$ cat src/rtl/lookup_table_multi_read.sv
// Two-channel lookup table: bursts a table from the databus into an external dual-port RAM,
// then serves two 1-cycle-latency lookup channels from it, optionally ping-pong double-buffered.
module lookup_table_multi_read #(
  parameter int DATA_W     = 32,
  parameter int ADDR_W     = 10,
  parameter int AXI_ADDR_W = 32,
  parameter int AXI_DATA_W = 32,
  parameter int LEN_W      = 8
) (
  input  logic                    clk,
  input  logic                    rst,
  input  logic                    run,
  input  logic                    running,
  output logic                    done,
  input  logic [AXI_ADDR_W-1:0]   ext_addr,
  input  logic [LEN_W-1:0]        length,
  input  logic                    pingPong,
  input  logic                    disabled,
  input  logic [ADDR_W-1:0]       in0,
  input  logic [ADDR_W-1:0]       in1,
  output logic [DATA_W-1:0]       out0,
  output logic [DATA_W-1:0]       out1,
  output logic                    out0_valid,
  output logic                    out1_valid,
  output logic                    databus_valid_0,
  input  logic                    databus_ready_0,
  output logic [AXI_ADDR_W-1:0]   databus_addr_0,
  input  logic [AXI_DATA_W-1:0]   databus_rdata_0,
  output logic [AXI_DATA_W-1:0]   databus_wdata_0,
  output logic [AXI_DATA_W/8-1:0] databus_wstrb_0,
  output logic [LEN_W-1:0]        databus_len_0,
  input  logic                    databus_last_0,
  output logic [ADDR_W-1:0]       ext_dp_addr_0_port_0,
  output logic [DATA_W-1:0]       ext_dp_out_0_port_0,
  input  logic [DATA_W-1:0]       ext_dp_in_0_port_0,
  output logic                    ext_dp_enable_0_port_0,
  output logic                    ext_dp_write_0_port_0,
  output logic [ADDR_W-1:0]       ext_dp_addr_0_port_1,
  output logic [DATA_W-1:0]       ext_dp_out_0_port_1,
  input  logic [DATA_W-1:0]       ext_dp_in_0_port_1,
  output logic                    ext_dp_enable_0_port_1,
  output logic                    ext_dp_write_0_port_1
);

  typedef enum logic {IDLE, LOAD} state_t;

  localparam logic [ADDR_W-1:0] CNT_ONE = ADDR_W'(1);

  state_t                  state_q, state_d;
  logic [AXI_ADDR_W-1:0]   cfg_addr_q, cfg_addr_d;
  logic [LEN_W-1:0]        cfg_len_q, cfg_len_d;
  logic                    cfg_pp_q, cfg_pp_d;
  logic                    sel_q, sel_d;
  logic [ADDR_W-1:0]       cnt_q, cnt_d;
  logic                    out0_vld_q, out1_vld_q;
  logic [DATA_W-1:0]       out0_hold_q, out1_hold_q;

  logic                    beat;
  logic [ADDR_W-1:0]       wr_addr, rd0_addr, rd1_addr;

  // A beat is only accepted while loading; reset masks it so the RAM sees no write
  assign beat = (state_q == LOAD) && databus_ready_0 && !rst;

  assign wr_addr  = cfg_pp_q ? {sel_q, cnt_q[ADDR_W-2:0]} : cnt_q;
  assign rd0_addr = cfg_pp_q ? {~sel_q, in0[ADDR_W-2:0]} : in0;
  assign rd1_addr = cfg_pp_q ? {~sel_q, in1[ADDR_W-2:0]} : in1;

  always_comb begin
    state_d    = state_q;
    cfg_addr_d = cfg_addr_q;
    cfg_len_d  = cfg_len_q;
    cfg_pp_d   = cfg_pp_q;
    sel_d      = sel_q;
    cnt_d      = cnt_q;
    case (state_q)
      IDLE: begin
        if (run && !disabled) begin
          state_d    = LOAD;
          cfg_addr_d = ext_addr;
          cfg_len_d  = length;
          cfg_pp_d   = pingPong;
          cnt_d      = '0;
          if (pingPong) sel_d = ~sel_q;
        end
      end
      LOAD: begin
        if (beat) begin
          cnt_d = cnt_q + CNT_ONE;
          if (databus_last_0) state_d = IDLE;
        end
      end
      default: state_d = IDLE;
    endcase
  end

  always_ff @(posedge clk) begin
    if (rst) begin
      state_q     <= IDLE;
      cfg_addr_q  <= '0;
      cfg_len_q   <= '0;
      cfg_pp_q    <= 1'b0;
      sel_q       <= 1'b0;
      cnt_q       <= '0;
      out0_vld_q  <= 1'b0;
      out1_vld_q  <= 1'b0;
      out0_hold_q <= '0;
      out1_hold_q <= '0;
    end else begin
      state_q     <= state_d;
      cfg_addr_q  <= cfg_addr_d;
      cfg_len_q   <= cfg_len_d;
      cfg_pp_q    <= cfg_pp_d;
      sel_q       <= sel_d;
      cnt_q       <= cnt_d;
      out0_vld_q  <= running;
      out1_vld_q  <= running && !beat;
      out0_hold_q <= out0;
      out1_hold_q <= out1;
    end
  end

  assign done            = (state_q == IDLE);
  assign databus_valid_0 = (state_q == LOAD);
  assign databus_addr_0  = cfg_addr_q;
  assign databus_len_0   = cfg_len_q;
  assign databus_wdata_0 = '0;
  assign databus_wstrb_0 = '0;

  // Port 0 is shared: the load write wins, channel 1 reads only in free cycles
  assign ext_dp_addr_0_port_0   = beat ? wr_addr : rd1_addr;
  assign ext_dp_out_0_port_0    = databus_rdata_0;
  assign ext_dp_enable_0_port_0 = beat || (running && !rst);
  assign ext_dp_write_0_port_0  = beat;

  assign ext_dp_addr_0_port_1   = rd0_addr;
  assign ext_dp_out_0_port_1    = '0;
  assign ext_dp_enable_0_port_1 = running && !rst;
  assign ext_dp_write_0_port_1  = 1'b0;

  assign out0       = out0_vld_q ? ext_dp_in_0_port_1 : out0_hold_q;
  assign out1       = out1_vld_q ? ext_dp_in_0_port_0 : out1_hold_q;
  assign out0_valid = out0_vld_q;
  assign out1_valid = out1_vld_q;

endmodule

$ cat config.mk
export PLATFORM = sky130hd
export DESIGN_NAME = lookup_table_multi_read
export DESIGN_NICKNAME = d
export VERILOG_FILES = /design/src/rtl/lookup_table_multi_read.sv
export SDC_FILE = /design/constraint.sdc
export NUM_CORES = 1
export LEC_CHECK = 0
export CAP_MARGIN = 20
export CORE_AREA = 5 5 151 153
export CTS_BUF_LIST = sky130_fd_sc_hd__clkbuf_16
export DETAILED_ROUTE_END_ITERATION = 7
export DIE_AREA = 0 0 156 158
export SLEW_MARGIN = 20
export SYNTH_ARGS = -nofsm -noshare
export SYNTH_HDL_FRONTEND = slang
export SYNTH_SLANG_ARGS = --single-unit
$ cat constraint.sdc
create_clock -name clk -period 2.5 [get_ports clk]
set_input_delay 0.75 -clock clk [delete_from_list [all_inputs] [get_ports clk]]
set_output_delay 0.75 -clock clk [all_outputs]
set_load 0.02 [all_outputs]
## Word-level counts from Yosys, hierarchy flattened

Index checks and enable logic that the tools add are counted.
W data, S select, Z words.

- Register bits: 119
- Latch bits: 0
- Memory bits (writable): 0
- Bits in read-only memories: 0
- Output and inout bits: 232
- Memories: 0

- Add/sub/neg operators: 1
- $mul: 0
- Divide/modulo/power cells: 0
- Order comparisons: 0
- Equal/unequal tests: 2
- Shift operators: 0
- Multiplexer cells: 13
- Bitwise gates (word level): 2
- Reduce and logical (&&, ||, !) cells: 12

Operators by type and width:

| operator | count |
|---|---|
| $mux W32 | 2 |
| $mux W10 | 6 |
| $pmux W10 S2 | 1 |
| $add A10 B1 Y10 const B | 1 |
| $logic_and A1 B1 Y1 | 5 |
| $ne A2 B1 Y1 const B | 2 |
| $reduce_and A2 Y1 | 2 |
| $logic_not A1 Y1 | 3 |
| $mux W1 | 3 |
| $reduce_and A3 Y1 | 1 |
| $not A1 Y1 | 2 |
| $pmux W1 S2 | 1 |
| $logic_or A1 B1 Y1 | 1 |

## Longest topological paths before layout

Gate-level depths: netlist (run 1).

- Depth in word-level cells: 4
- Gate-level depth with buffers: 5
- Depth with buffers taken out: 5

## Worst setup path after synthesis (run 1)

Ideal clock, no wire load.

- Kind: input port to output port
- Start point: input rst
- End point: output ext_dp_addr_0_port_0[0]
- Arrival time: 1.812 ns
- Required time: 1.750 ns
- Path slack: -0.062 ns
- Cell stages on the path: 5
- Buffers on the path: 1
- Cell sequence: nand3b_1 inv_1 buf_1 nand2_1 nand2_1

- Word-level cells in the longest chain between the ends: 3

RTL lines:

| what | line | RTL |
|---|---|---|
| from (decl) | 11 | `input logic rst,` |
| $logic_not A1 Y1 | 62 | `assign beat = (state_q == LOAD) && databus_ready_0 && !rst;` |
| $logic_and A1 B1 Y1 | 62 |  |
| via ext_dp_write_0_port_0 | 37 | `output logic ext_dp_write_0_port_0,` |
| $mux W10 | 130 | `assign ext_dp_addr_0_port_0 = beat ? wr_addr : rd1_addr;` |
| to (decl) | 33 | `output logic [ADDR_W-1:0] ext_dp_addr_0_port_0,` |

The timed path passes the listed nets, and every way through them passes these cells.

## Worst setup path after layout (run 1)

- Start point: input rst
- End point: output ext_dp_addr_0_port_0[9]

- Word-level cells in the longest chain between the ends: 3

RTL lines:

| what | line |
|---|---|
| $logic_not A1 Y1 | 62 |
| $logic_and A1 B1 Y1 | 62 |
| $mux W10 | 130 |

No other way between the ends.

==> results by group, run 1 <==
Final layout
  • Area growth, synth to finish: 51.36%
  • Share of post-route cells with drive strength above 1: 19.90%
  • Diodes inserted: 0
  • Fin area: 0.008270 sq mm
  • Post-Layout Cell Count: 1,104
  • Fin nets: 978

Clocking
  • H-tree depth: 4
  • CTS root buf: clkbuf_16
  • CTS Sinks: between 100 and 150
  • Clk_lat worst skew: 0.40 ns
  • CTS tree: done
  • Total CTS buffers: 17
  • Max clock buf depth: 2
  • Clock slew at reported path FFs: 0.05 ns
  • Hold buffer count at CTS: 0

Power
  • Max VDD drop: 0.3998 mV
  • Pwr dens: 644.8 mW/mm^2
  • Total power: about 5.3 mW
  • Leak: between 3 and 4 nW

GRT
  • First-pass GRT wire length: ~23 mm
  • Vias in the first global route: 4,343
  • Initial antenna violation count: 0
  • Largest net degree at the start of global routing: 64
  • Total grt overflow: 0
  • GRT Total Usage: about an eighth
  • Met3 Usage GRT: 5.467%
  • Busiest layer in global routing: met2
  • Grt met2 use: 19.69%
  • Met1 Usage GRT: between 10% and 20%

Worst setup path
  • CP delay by family, top: simple AND/OR/NAND/NOR gates
  • CP cell instances: buf_6 > nand3b_1 > and2_1 > a211oi_2 > a21oi_2 > buf_4
  • CP arrival: about 1.8 ns
  • Worst reg-to-reg setup slack: 0.76 ns
  • R2R cell count: 5
  • FF-to-FF Start: databus_valid_0
  • Worst endpoint required time: around 1.8 ns
  • Setup CP Type: input port to output port
  • CP startpoint kind: input port
  • Bufs and invs on worst path: 2
  • CP max-delay cell: nand3b_1
  • Worst-path maximum fanout: 4
  • Peak per-stage delay on the critical path: 0.28 ns
  • Crit end category: output port
  • R2R Path End: cnt_q[9]

Place
  • GPL Wtd Cong: 0.7534
  • Area post-placement: 0.007759 sq mm
  • # port buffers: 244
  • Dpl cells: 1,071
  • DP HPWL: approximately 11 mm

Timing
  • Finish-stage setup viols: 1
  • Worst Tran Pin Value: 0.6686 ns
  • Worst slew margin: 55.42%
  • Clock Skews: 0.01149 ns
  • Hold Slack: 0.4523 ns
  • Final TNS setup: -0.01639 ns
  • Pins Over Slew Limit: 0
  • Fin worst setup slack: -0.01639 ns
  • FMAX: 397.4 MHz
  • Hold Fails Final Rpt: 0
  • Post-layout min period: 2.516 ns
  • Fin crit share: 100.7%
  • RSZ-0062 raised after global routing: true

Floorplan
  • CORE AREA: 0.02142 sq mm
  • Standard-cell row count: 54
  • Ports: 396
  • Die H: 158 microns
  • Die area: 0.02465 sq mm
  • Initial Utilization: between 20% and 30%
  • Die Wd: 156 microns

Worst hold path
  • WHS Endpoint: databus_addr_0[19]
  • Hold crit path type: register to register
  • Hold Path Depth: 2
  • Worst hold start: databus_addr_0[19]

Synthesis
  • Post-synth EDFFs: 0
  • Syn Area/Cell: a little over 9 sq um
  • Cells after synthesis: 601
  • Most area-hungry cell type in the Yosys netlist: dfxtp_1
  • Post-synthesis sequential area ratio: 43.60%
  • Top cells by count, synth: 119 x dfxtp_1, 114 x nand2_1, 110 x buf_4, 64 x nor2b_1, 53 x mux2_2
  • Async set or reset register ratio after synthesis: 0%
  • Synth unique cells: 33
  • Synthesized flop and latch total: 119
  • Top cell type's share of synthesized area: 43.60%
  • Count leader, synth: dfxtp_1
  • Ys Warns: 0
  • Cell Area, Synth: 0.005464 sq mm
  • Main area contributors after synthesis: dfxtp_1 44%, buf_4 15%, mux2_2 11%
  • Main synth FF type: dfxtp_1

Detailed routing
  • Via count of the routed design: 4,447
  • Post-route ant nets: 0
  • Vias per inst: around 4.0
  • Initial drt markers: between 150 and 200
  • DRC Markers: 0
  • Wirelength, routed: approximately 16 mm
  • TritonRoute pass-1 iters: 4
  • Drt wl/cell: 14.41 microns

Outcome
  • Failing checks: setup timing
  • Status: finished with violations

Run
  • Max Cap Violations: 0
## power by group
group	switching, mW	leakage, nW	internal (mW)	total [mW]
sequential	0.0335	0.973	1.98	2.02
clock	0.872	0.264	1.45	2.32
combinational	0.515	2.17	0.481	0.996
total	1.42	3.41	3.91	5.33
## worst reg2reg max path, cell delays in order, from the launching register on
cell and delay (ns):
dfxtp_1 0.31, buf_4 0.17, or3b_2 0.57, a2111oi_4 0.38
xnor2_1 0.17, nor2_2 0.04
## per-stage QoR
stage	worst slack, ns	utilization (%)
2_1_floorplan	0.006535	-
3_3_place_gp	-0.7859	36.23
3_5_place_dp	-0.7837	36.23
4_1_cts	-0.07397	38.59
5_1_grt	-0.06536	38.61
6_report	-0.01639	38.61
## layout make-up
class,instances,area [sq um]
clock inverter,13,135.1
sequential,119,2387
multi-input combinational,401,2382
tap,280,350.3
timing repair buffer,269,2571
inverter,5,18.77
clock buffer,17,425.4
fill,2197,13150
## logic make-up after synthesis
kind of cell	count (synthesis)	synth area share [%]
flip-flops	119	43.60
AND/OR/NAND/NOR	202	17.50
AO/OA/AOI/OAI	55	5.725
XOR/XNOR	9	1.443
adder cells (fa/ha/maj)	1	0.2290
other	1	0.06863
multiplexers	65	13.37
buffers and inverters	149	18.07
## worst max path at each step
stage / start / to / cells after the start
2_1_floorplan: rst / ext_dp_addr_0_port_0[9] / 5
3_3_place_gp: databus_ready_0 / ext_dp_addr_0_port_0[9] / 6
3_5_place_dp: databus_ready_0 / ext_dp_addr_0_port_0[9] / 6
4_1_cts: rst / ext_dp_addr_0_port_0[9] / 6
5_1_grt: rst / ext_dp_addr_0_port_0[9] / 6
6_report: rst / ext_dp_addr_0_port_0[9] / 6
## metal layers
metal	vias up	routed length, microns
met5	-	0
met4	0	280
met3	27	1606
met2	214	7417
met1	2031	6601
li1	2175	-
## registers in the layout (all words and copies together) (netlist names)
signal / flops
databus_addr_0: 32
out0_hold_q: 32
out1_hold_q: 32
cnt_q: 10
databus_len_0: 8
cfg_pp_q: 1
databus_valid_0: 1
out0_valid: 1
out1_valid: 1
sel_q: 1
## repair_timing
action | in CTS | in global routing
cloned | 0 | 2
setup endpoints to repair | 77 | 62
pin swaps | 3 | 4
gates resized for setup | 166 | 66
setup buffers | 1 | 1
## placed cells by master, fill, tap and decap left out, types with 2 or more instances in the layout
cell type	netlist	final
xnor2_1	5	4
nor2_1	8	8
a211oi_1	3	2
o21ai_0	3	3
xor2_1	4	4
mux2_1	11	11
dfxtp_1	119	117
clkinv_2	0	3
a21oi_1	46	45
clkdlybuf4s15_2	0	9
clkbuf_16	0	19
buf_12	0	4
mux2_2	53	53
clkdlybuf4s15_1	0	30
conb_1	1	69
buf_4	110	22
o2111ai_1	2	2
inv_1	5	4
nor2b_1	64	64
clkdlybuf4s50_1	0	164
bufinv_16	0	2
clkinvlp_4	0	4
buf_6	1	5
nand2b_1	2	2
nand2_1	114	114
nand3_1	4	4
clkinv_4	0	3
nor3_1	2	2
clkbuf_2	0	22
dlygate4sd2_1	0	3
buf_2	6	8
Power figures use the tool's default switching activity.
==> run 2, diff against run 1 <==
==> constraint.sdc (replaced) <==
create_clock -name clk -period 2.7 [get_ports clk]
set_input_delay 0.81 -clock clk [delete_from_list [all_inputs] [get_ports clk]]
set_output_delay 0.81 -clock clk [all_outputs]
set_load 0.02 [all_outputs]
==> run 2 against run 1 <==
  * The flow now finishes without violations
  * Clock skew shrank 0.0011 ns
  * Sequential cell count unchanged
  * Largest cell class unchanged
  * Clock power grew 2%
  * Critical endpoint is now out1[29]
  * Routed wire length decreased by 2.1%
  * Worst hold slack worse by 0.0012 ns
  * Worst setup slack gained 0.052 ns
  * Sequential power decreased by 7%
  * First-iteration DRC count up 18%
==> results by group, run 2 (synthesized netlist as in run 1, its figures left out) <==
GRT
  • First-pass GRT wire length: 22.88 mm
  • Largest net degree at the start of global routing: 71
  • Initial antenna violation count: 0
  • Total grt overflow: 0
  • Vias in the first global route: around 4,200
  • GRT Total Usage: 11.98%

Detailed routing
  • Vias per inst: 4.008
  • Via count of the routed design: roughly 4,400
  • TritonRoute pass-1 iters: 4
  • DRC Markers: 0
  • Initial drt markers: approximately 190
  • Post-route ant nets: 0
  • Drt wl/cell: 14.18 microns
  • Wirelength, routed: 15.57 mm

Place
  • Area post-placement: approximately 0.0077 sq mm
  • # port buffers: 244
  • DP HPWL: about 11 mm
  • GPL Wtd Cong: 0.7321

Outcome
  • Status: complete, no violations

Final layout
  • Commonest non-fill, non-tap cells in the layout: 164 x clkdlybuf4s50_1, 119 x dfxtp_1, 114 x nand2_1
  • Fin area: between 0.008 and 0.009 sq mm
  • Area growth, synth to finish: 50.93%
  • Multi-input logic area: around 0.0024 sq mm
  • Commonest non-fill, non-tap cell in the layout: clkdlybuf4s50_1
  • Diodes inserted: 0
  • Storage element area: ~0.0024 sq mm
  • Fill count: 2,206
  • Share of post-route cells with drive strength above 1: 14.79%
  • Fin nets: 971

Clocking
  • Clk_lat worst skew: 0.40 ns
  • CTS root buf: clkbuf_16
  • CTS Sinks: 119
  • Max clock buf depth: 2
  • Clock slew at reported path FFs: ~0.050 ns
  • CTS tree: done
  • Total CTS buffers: 17
  • H-tree depth: 4

Timing
  • Finish-stage setup viols: 0
  • Worst slew margin: 47.26%
  • FMAX: approximately 380 MHz
  • Pins Over Slew Limit: 0
  • Final TNS setup: 0 ns
  • Fin crit share: 98.68%
  • Worst Tran Pin Value: 0.7910 ns
  • Clock Skews: 0.01040 ns
  • RSZ-0062 raised after global routing: true
  • Hold Fails Final Rpt: 0
  • Post-layout min period: 2.664 ns

Worst setup path
  • Crit end category: output port
  • Worst endpoint required time: 1.89 ns
  • Worst reg-to-reg setup slack: 0.86 ns
  • Worst-path maximum fanout: 2
  • Peak per-stage delay on the critical path: 0.39 ns
  • CP cell instances: clkdlybuf4s50_1 > mux2_1 > dlygate4sd2_1
  • CP max-delay cell: clkdlybuf4s50_1
  • CP startpoint kind: input port
  • Setup CP Type: input port to output port
  • CP arrival: 1.85 ns

Floorplan
  • Die area: 0.02465 sq mm
  • Initial Utilization: 25.51%
  • Ports: 396
  • Die H: 158 microns
  • CORE AREA: 0.02142 sq mm
  • Standard-cell row count: 54
  • Die Wd: 156 microns

Worst hold path
  • Hold crit path type: register to register

Power
  • Pwr dens: 621.1 mW/mm^2
  • Max VDD drop: 0.3608 mV
  • Leak: about 3.5 nW

Run
  • Max Cap Violations: 0
==> run 2: cell types whose count changed in the layout (fill, tap and decap cells not counted), moves of 9 or more <==
cell / previous run / this run
dlygate4sd2_1: 3 / 63
clkdlybuf4s15_1: 30 / 5
clkbuf_2: 22 / 1
buf_4: 22 / 11
clkdlybuf4s15_2: 9 / 0
==> run 2: through the flow <==
stage                     util, %  cells  setup slack, ns  hold slack (ns)  power, mW
after floorplan                 -    669          0.01759           0.4738      2.543
after global placement      36.03   1065          -0.6549           0.4412      2.861
after detailed placement    36.03   1065          -0.6783           0.4459      2.866
after CTS                   38.40   1098         0.009676           0.4536      5.226
after global routing        38.50   1098         -0.01253           0.4697      5.365
final                       38.50   1098          0.03558           0.4511      5.122
==> run 2: routing by layer <==
| metal | part of all wire (%) | GRT usage [%] | vias to the layer above |
|---|---|---|---|
| li1 | - | - | 2159 |
| met1 | 41 | 13.97 | 2019 |
| met2 | 47 | 19.63 | 201 |
| met3 | 10 | 5.276 | 22 |
| met4 | 1.7 | 4.210 | 0 |
| met5 | 0 | 0 | - |
==> run 2: path summary, 6_finish.rpt <==
check | to | from | cells after the start
worst max-delay path | out1[29] | ext_dp_in_0_port_0[29] | 3
worst min register to register | databus_addr_0[7] | databus_addr_0[7] | 2
worst max register to register | cnt_q[9] | databus_valid_0 | 5
worst min-delay path | databus_addr_0[7] | databus_addr_0[7] | 2
==> run 2: repair_timing <==
item | 4_1_cts | 5_1_grt
buffers inserted | 2 | 0
gates cloned | 0 | 0
pin swaps | 4 | 2
gates resized for setup | 118 | 9
setup endpoints to repair | 78 | 7
hold buffers | 0 | 0
==> run 2: critical path: cells and delay by family <==
family                 cells  cell delay [ns]
buffers and inverters      2             0.72
muxes                      1             0.32
==> run 2: where the power goes <==
group	leakage (nW)	switching [mW]	total (mW)	internal, mW
combinational	2.28	0.467	0.893	0.426
clock	0.298	0.831	2.36	1.53
sequential	0.972	0.0286	1.87	1.84
total	3.55	1.33	5.12	3.80
==> run 2: final cells by class <==
cell class	count	area share, %
Inverter	5	0.2276
Multi-Input combinational cell	401	28.78
Timing Repair Buffer	262	30.47
Sequential cell	119	28.89
Tap cell	280	4.248
Clock inverter	14	2.230
Clock buffer	17	5.159
